==> src/rtl/biu_constants_pkg.sv <==
// Shared bus-interface types for the data-memory request queue and its users.
// Entry layout is fixed at 32-bit address/data for code that wants a named struct.
package biu_constants_pkg;

  localparam int BIU_XLEN = 32;

  typedef enum logic [1:0] {
    BIU_SIZE_BYTE  = 2'd0,
    BIU_SIZE_HALF  = 2'd1,
    BIU_SIZE_WORD  = 2'd2,
    BIU_SIZE_DWORD = 2'd3
  } biu_size_t;

  typedef struct packed {
    logic [BIU_XLEN-1:0] adr;
    logic [BIU_XLEN-1:0] d;
    logic                we;
    biu_size_t           size;
  } dmem_queue_entry_t;

  localparam int BIU_SIZE_W = $bits(biu_size_t);

endpackage

==> src/rtl/riscv_dmem_fifo.sv <==
// Generic DEPTH-entry FIFO with registered full/empty/count flags.
// clear_i drops everything except an unpopped head, which stays as the only entry.
module riscv_dmem_fifo #(
  parameter  int WIDTH = 8,
  parameter  int DEPTH = 4,
  localparam int CNT_W = $clog2(DEPTH + 1),
  localparam int PTR_W = $clog2(DEPTH)
) (
  input  logic             clk,
  input  logic             rst,
  input  logic             push_i,
  input  logic [WIDTH-1:0] data_i,
  input  logic             pop_i,
  input  logic             clear_i,
  output logic [WIDTH-1:0] head_o,
  output logic [CNT_W-1:0] count_o,
  output logic             full_o,
  output logic             empty_o
);

  localparam logic [PTR_W-1:0] PTR_ONE  = PTR_W'(1);
  localparam logic [CNT_W-1:0] CNT_ONE  = CNT_W'(1);
  localparam logic [CNT_W-1:0] CNT_FULL = CNT_W'(DEPTH);

  logic [WIDTH-1:0] mem_q [DEPTH];
  logic [PTR_W-1:0] wr_ptr_q, wr_ptr_d;
  logic [PTR_W-1:0] rd_ptr_q, rd_ptr_d;
  logic [CNT_W-1:0] count_q, count_d;
  logic             full_q, empty_q;
  logic             do_push, do_pop;

  assign do_push = push_i && !full_q && !clear_i;
  assign do_pop  = pop_i && !empty_q;

  always_comb begin
    wr_ptr_d = wr_ptr_q;
    rd_ptr_d = rd_ptr_q;
    count_d  = count_q;
    if (do_pop) begin
      rd_ptr_d = rd_ptr_q + PTR_ONE;
    end
    if (clear_i) begin
      // A head that is still outstanding survives the clear as a single entry.
      if (!empty_q && !do_pop) begin
        wr_ptr_d = rd_ptr_q + PTR_ONE;
        count_d  = CNT_ONE;
      end else begin
        wr_ptr_d = rd_ptr_d;
        count_d  = '0;
      end
    end else begin
      if (do_push) begin
        wr_ptr_d = wr_ptr_q + PTR_ONE;
      end
      case ({do_push, do_pop})
        2'b10:   count_d = count_q + CNT_ONE;
        2'b01:   count_d = count_q - CNT_ONE;
        default: count_d = count_q;
      endcase
    end
  end

  always_ff @(posedge clk or posedge rst) begin
    if (rst) begin
      wr_ptr_q <= '0;
      rd_ptr_q <= '0;
      count_q  <= '0;
      full_q   <= 1'b0;
      empty_q  <= 1'b1;
    end else begin
      wr_ptr_q <= wr_ptr_d;
      rd_ptr_q <= rd_ptr_d;
      count_q  <= count_d;
      full_q   <= (count_d == CNT_FULL);
      empty_q  <= (count_d == '0);
    end
  end

  // Storage carries no reset; only slots behind the pointers are ever observed.
  always_ff @(posedge clk) begin
    if (do_push) begin
      mem_q[wr_ptr_q] <= data_i;
    end
  end

  assign head_o  = mem_q[rd_ptr_q];
  assign count_o = count_q;
  assign full_o  = full_q;
  assign empty_o = empty_q;

endmodule

==> src/rtl/riscv_dmem_queue.sv <==
// In-order MEM-stage to dmem BIU request queue: one bus transaction outstanding,
// registered responses, and flush that squashes an already-issued head.
module riscv_dmem_queue
  import biu_constants_pkg::*;
#(
  parameter  int XLEN  = 32,
  parameter  int DEPTH = 4,
  localparam int CNT_W = $clog2(DEPTH + 1)
) (
  input  logic             clk,
  input  logic             rst,
  input  logic             mem_req_i,
  input  logic [XLEN-1:0]  mem_adr_i,
  input  logic [XLEN-1:0]  mem_d_i,
  input  logic             mem_we_i,
  input  biu_size_t        mem_size_i,
  output logic             mem_full_o,
  output logic             mem_empty_o,
  output logic [CNT_W-1:0] mem_count_o,
  output logic             mem_ack_o,
  output logic [XLEN-1:0]  mem_q_o,
  output logic             mem_err_o,
  input  logic             flush_i,
  output logic             dmem_req_o,
  output logic [XLEN-1:0]  dmem_adr_o,
  output logic [XLEN-1:0]  dmem_d_o,
  output logic             dmem_we_o,
  output biu_size_t        dmem_size_o,
  input  logic             dmem_ack_i,
  input  logic [XLEN-1:0]  dmem_q_i,
  input  logic             dmem_err_i
);

  localparam int SZ_W    = BIU_SIZE_W;
  localparam int ENTRY_W = 2 * XLEN + 1 + SZ_W;

  logic [ENTRY_W-1:0] push_entry, head;
  logic               full, empty;
  logic [CNT_W-1:0]   count;
  logic               push, pop;

  logic               squash_q, squash_d;
  logic               ack_q, ack_d;
  logic               err_q, err_d;
  logic [XLEN-1:0]    q_q, q_d;

  assign push       = mem_req_i && !full && !flush_i;
  assign pop        = dmem_ack_i && !empty;
  assign push_entry = {mem_adr_i, mem_d_i, mem_we_i, mem_size_i};

  riscv_dmem_fifo #(
    .WIDTH (ENTRY_W),
    .DEPTH (DEPTH)
  ) u_fifo (
    .clk     (clk),
    .rst     (rst),
    .push_i  (push),
    .data_i  (push_entry),
    .pop_i   (pop),
    .clear_i (flush_i),
    .head_o  (head),
    .count_o (count),
    .full_o  (full),
    .empty_o (empty)
  );

  // The head slot is never rewritten while it is outstanding, so the bus stays stable.
  assign dmem_req_o  = !empty;
  assign dmem_adr_o  = empty ? '0 : head[ENTRY_W-1 -: XLEN];
  assign dmem_d_o    = empty ? '0 : head[SZ_W+XLEN -: XLEN];
  assign dmem_we_o   = empty ? 1'b0 : head[SZ_W];
  assign dmem_size_o = empty ? BIU_SIZE_BYTE : biu_size_t'(head[SZ_W-1:0]);

  always_comb begin
    squash_d = squash_q;
    if (pop) begin
      squash_d = 1'b0;
    end else if (flush_i && !empty) begin
      squash_d = 1'b1;
    end
    ack_d = pop && !squash_q && !flush_i;
    err_d = pop && dmem_err_i && !squash_q && !flush_i;
    q_d   = pop ? dmem_q_i : q_q;
  end

  always_ff @(posedge clk or posedge rst) begin
    if (rst) begin
      squash_q <= 1'b0;
      ack_q    <= 1'b0;
      err_q    <= 1'b0;
      q_q      <= '0;
    end else begin
      squash_q <= squash_d;
      ack_q    <= ack_d;
      err_q    <= err_d;
      q_q      <= q_d;
    end
  end

  assign mem_full_o  = full;
  assign mem_empty_o = empty;
  assign mem_count_o = count;
  assign mem_ack_o   = ack_q;
  assign mem_err_o   = err_q;
  assign mem_q_o     = q_q;

endmodule

==> config.mk <==
export PLATFORM = sky130hd
export DESIGN_NAME = riscv_dmem_queue
export DESIGN_NICKNAME = d
export VERILOG_FILES = /design/src/rtl/biu_constants_pkg.sv /design/src/rtl/riscv_dmem_fifo.sv /design/src/rtl/riscv_dmem_queue.sv
export SDC_FILE = /design/constraint.sdc
export NUM_CORES = 1
export LEC_CHECK = 0
export CAP_MARGIN = 20
export CORE_ASPECT_RATIO = 1.2
export CORE_UTILIZATION = 51
export DETAILED_ROUTE_END_ITERATION = 16
export DONT_BUFFER_PORTS = 1
export PLACE_DENSITY = 0.66
export SLEW_MARGIN = 10
export SYNTH_ARGS = -nofsm -noshare
export SYNTH_HDL_FRONTEND = slang
export SYNTH_SLANG_ARGS = --single-unit
==> constraint.sdc <==
create_clock -name clk -period 3.1 [get_ports clk]
set_input_delay 0.465 -clock clk [delete_from_list [all_inputs] [get_ports clk]]
set_output_delay 0.465 -clock clk [all_outputs]
set_load 0.005 [all_outputs]
# After elaboration in Yosys (flattened, before gate mapping)
# Memory sizes are Yosys's and may differ from the RTL's.
# Index checks and enable logic that the tools add are counted.
# word_totals
ramBits,268
inputBits,105
ff_bits,44
memories,1
wordCells,53
# memory_table
memory,words,word_bits,rd,rd_ports_with_merged_regs,write_ports,line,text
u_fifo.mem_q,4,67,1,0,1,riscv_dmem_fifo.sv:25,logic [WIDTH-1:0] mem_q [DEPTH];
# op_classes
n_addsub,4
reduce_logical,21
mux,15
n_eq_ne,3
# op_table
cell,n
2-to-1 mux 32 bit,2
logical AND 1 bit,13
2-to-1 mux 2 bit,5
2-to-1 mux 1 bit,6
one-hot mux 3 bit (2 select lines),1
zero test 1 bit,5
"adder 2 x 1 -> 2 bit, second input constant",2
nonzero test 2 bit,2
"adder 3 x 1 -> 3 bit, second input constant",1
"equality test 3 bit, second input constant",1
zero test 3 bit,1
2-to-1 mux 3 bit,1
"subtractor 3 x 1 -> 3 bit, second input constant",1
"equality test 2 x 1 -> 1 bit, second input constant",1
"equality test 2 bit, second input constant",1

# Logic depth before layout (Yosys ltp)
# depth
depth_word,9
depth_mapped,9
depth_no_buf,8

# Hierarchy
# From an unflattened synthesis, not the netlist that was laid out.
# hier_totals
cells_unflattened,556
hier_area_um2,12229.2
# modules_own_cells
mod,instances,area_each_um2,seq_area_each_um2,cells_per_inst
riscv_dmem_fifo,1,10302.4,8274.2,403
riscv_dmem_queue,1,1926.8,875.8,153

# Worst setup path after synthesis
# OpenSTA, ideal clock, no wires.
# synth_timing
kind,input -> register
startpoint,input mem_req_i
endpoint,memory u_fifo.mem_q[0][0] in the netlist's numbering (enable)
n_path_buf,0
setup_time_ns,0.432
arrival_time_ns,2.552
path_stages,3
path_slack_ns,0.115
path_cell_list,nor2b_1 -> nor2b_1 -> and2_1
# synth_between
elab_chain_cells,6
# synth_lines
element,line,text
start: declaration,riscv_dmem_queue.sv:12,"input logic mem_req_i,"
logical AND 1 bit (2 in a row),riscv_dmem_queue.sv:47,assign push = mem_req_i && !full && !flush_i;
logical AND 1 bit (2 in a row),riscv_dmem_fifo.sv:32,assign do_push = push_i && !full_q && !clear_i;
2-to-1 mux 1 bit,riscv_dmem_fifo.sv:81,if (do_push) begin
2-to-1 mux 1 bit (not written as such),riscv_dmem_fifo.sv:82,mem_q[wr_ptr_q] <= data_i;
end: declaration,riscv_dmem_fifo.sv:25,
# No other way between the ends.

# Worst setup path after layout
# layout_timing
startpoint,"register u_fifo.full_q, in the netlist u_fifo.full_o"
endpoint,"register u_fifo.full_q, in the netlist u_fifo.full_o"
# layout_between
elab_chain_cells,9
elab_cells_between_ends,10
# layout_lines
element,line,text
start: declaration,riscv_dmem_fifo.sv:29,"logic full_q, empty_q;"
start signal: assignment,riscv_dmem_fifo.sv:74,full_q <= (count_d == CNT_FULL);
zero test 1 bit *,"riscv_dmem_fifo.sv:32, riscv_dmem_queue.sv:47",
logical AND 1 bit (2 in a row),riscv_dmem_queue.sv:47,
logical AND 1 bit * (2 in a row),riscv_dmem_fifo.sv:32,
equality test 2 x 1 -> 1 bit or equality test 2 bit (tied branches),riscv_dmem_fifo.sv:55,"case ({do_push, do_pop})"
one-hot mux 3 bit (2 select lines) *,riscv_dmem_fifo.sv:55,
2-to-1 mux 3 bit *,riscv_dmem_fifo.sv:42,if (clear_i) begin
equality test 3 bit *,riscv_dmem_fifo.sv:74,
# Mark *: on every way between the ends. The rest lies on a longest branch, timed or not.
# A chain may end at the register's enable or synchronous reset.

==> run metrics <==
status=complete, no violations; first-pass GRT wire length=approximately 34000 um; Synth warnings=0; DRC Markers=0; footprint of the multi-input gates=approximately 2600 um^2; Via density=~5.5; largest net degree at the start of global routing=40; CP endpoint kind=flip-flop; initial antenna violation count=1; reg2reg start=u_fifo.full_o; Slew @ Worst Pin=a little over 0.6 ns; Initial Util=0.519; most common cell after layout, fill and taps aside=edfxtp_1; final setup violation count=0; Max Clk Rate=between 300 and 400 MHz; worst vdd ir=0.000596 V; htree depth=1; ANT nets after route=0; syn_nets=approximately 730; CTS Buf Count=30; Lkg Pwr=4.91 nW; layout cells sized above 1=0.194; clk slew on worst S/H paths=around 0.060 ns; Synth Area in Compound Gates=0.00291; Slowest-stage cell, CP=dfrtp_1; Cell Pwr Density=863 nW/um^2; Post-synth ARST share=0.141; DR iter-0 viols=roughly 180; CP Max Fanout=5; Routed WL=22300 um; adder-cell share of the synthesized area=0.00685; Seq/Total Area, Yosys=0.759; Gate Count Post-Synth=between 600 and 700; setup TNS=0 ns; first-pass detailed-route iteration total=5; Die Area=24200 um^2; Synth Area in Simple Gates=0.0743; Die W=142 um; dpl hpwl=about 13000 um; Clk Latency, worst-skew pair=around 0.54 ns; Root Buffer=clkbuf_16; fin nets=820; # hold bufs at CTS=69; CTS tree=built; nature of the critical path startpoint=flip-flop; Layout Utilization=0.607; most frequent cells in the layout=edfxtp_1 (268), nand2_1 (99), dlygate4sd3_1 (70), and2_1 (68), mux4_2 (67); Post-synth EDFFs=~270; CP peak stage delay=0.41 ns; worst hold start=flush_i; RSZ-0062 raised after global routing=no; Layout area overhead=17.0%; Distinct cells, synth=29; I/O Buffers=0; worst min-delay path class=in2reg; Hold Vio Cnt, Final=0; row count=61; CTS resizes=0; clock sink count=around 310; number of fill cells=around 1700; post-synthesis xor/xnor area fraction=0.00509; Slew Viols, Final=0; sequential cell area=9160 um^2; Worst Path Class, Setup=reg2reg; WL per Instance=~21 um; Fin Clk Skew=approximately 0.007 ns; flops & latches, synth=312; Synth Cell Area=~12000 um^2; Overflow after GRT=0; core region area=23200 um^2; vias in the first global route=6186; fin crit period=2.75 ns; Longest Clk Path Bufs=3; Die Ht=between 150 and 200 um; crit-path cells=nor2b_1 -> nor2b_1 -> inv_1 -> ha_1 -> fa_1 -> xnor2_1 -> or3_1 -> a2111oi_2; max_slew headroom=0.589; critical path arrival=~3.2 ns; gp weighted congestion=0.716; combinational family with the most area after synthesis=multiplexers; setup bufs post-CTS=0; Inserted Diodes=0; CP dominant cell by count=nor2b_1; post-synthesis mux area share=0.129; fin crit share=0.887; Syn Area/Cell=around 19 um^2; vias=roughly 5700; Max Cap Violations=0; CP Launch Point=u_fifo.full_o; Worst Path Required=3.53 ns; GRT Total Usage=0.187; I/O pin cnt=around 210; top_reg_cell synth=edfxtp_1
## cells by family after synthesis
group,Yosys count
compound gates,5
fa+ha+maj,6
mux,71
xor+xnor,7
buf+inv,37
simple gates,183
flops,312
## synthesized netlist by cell type (3+ instances only)
cell type,instances,area [um^2]
nor2_1,3,11.3
mux4_2,67,1510
clkbuf_1,9,33.8
buf_2,13,65.1
edfxtp_1,268,8050
o21ai_0,3,15.0
and2_1,72,450
nor2b_1,4,25.0
inv_1,5,18.8
nand2_1,99,372
dfrtp_1,43,1080
buf_12,6,120
mux2i_1,3,30.0
xnor2_1,7,61.3
ha_1,5,62.6
## where the power goes
group / switching (mW) / internal, mW
sequential: 0.399 / 5.25
clock: 1.48 / 2.01
combinational: 1.55 / 1.49
## per-layer routing
layer,global-route usage,wire length [um],vias up
met5,0,10,-
met4,0.0542,410,2
met3,0.0436,1400,37
met2,0.338,12000,187
met1,0.220,8450,2984
li1,-,-,2535
## registers in the layout, summed over array words and instances (netlist names)
signal,flops
mem_err_o,1
u_fifo.wr_ptr_q,2
squash_q,1
u_fifo.empty_o,1
u_fifo.mem_q,268
u_fifo.rd_ptr_q,2
u_fifo.count_o,3
mem_ack_o,1
mem_q_o,32
u_fifo.full_o,1
## worst paths after layout
check | slack, ns | endpoint | cells past startpoint
min in group asynchronous | 0.44 | mem_q_o[16] | 3
setup / recovery | 0.35 | u_fifo.full_o | 8
max in group asynchronous | 2.34 | u_fifo.empty_o | 3
setup reg to reg | 0.35 | u_fifo.full_o | 8
hold reg to reg | 0.45 | mem_ack_o | 1
hold / removal | 0.03 | u_fifo.wr_ptr_q[0] | 1
## worst max-delay path, delay by kind of cell, from the launching register on
kind | cells | cell delay, ns
AO/OA/AOI/OAI | 1 | 0.35
buffers and inverters | 1 | 0.08
XOR/XNOR | 1 | 0.18
flip-flops | 1 | 0.41
adder cells (fa/ha/maj) | 2 | 0.65
AND/OR/NAND/NOR | 3 | 0.98
## stage by stage
| stage | setup WS, ns | cell area [um^2] | instances | hold slack [ns] | power, mW |
|---|---|---|---|---|---|
| 6_report | 0.350 | 14100 | 1048 | 0.0293 | 12.2 |
| 5_1_grt | 0.179 | 14100 | 1048 | 0.00152 | 12.8 |
| 4_1_cts | 0.341 | 14100 | 1047 | 0.000764 | 12.3 |
| 3_5_place_dp | 0.280 | 12400 | 922 | 0.414 | 8.76 |
| 3_3_place_gp | 0.338 | 12400 | 922 | 0.408 | 8.66 |
| 2_1_floorplan | 0.115 | 12100 | 621 | 0.417 | 8.10 |
## layout make-up
cell class	instances	area share
Sequential cell	312	0.650
Timing Repair Buffer	87	0.0650
Multi-Input combinational cell	272	0.187
Inverter	6	0.00160
Clock buffer	42	0.0634
Tap cell	315	0.0280
Clock inverter	14	0.00533
Note: power is estimated with default switching activity, not from simulation.
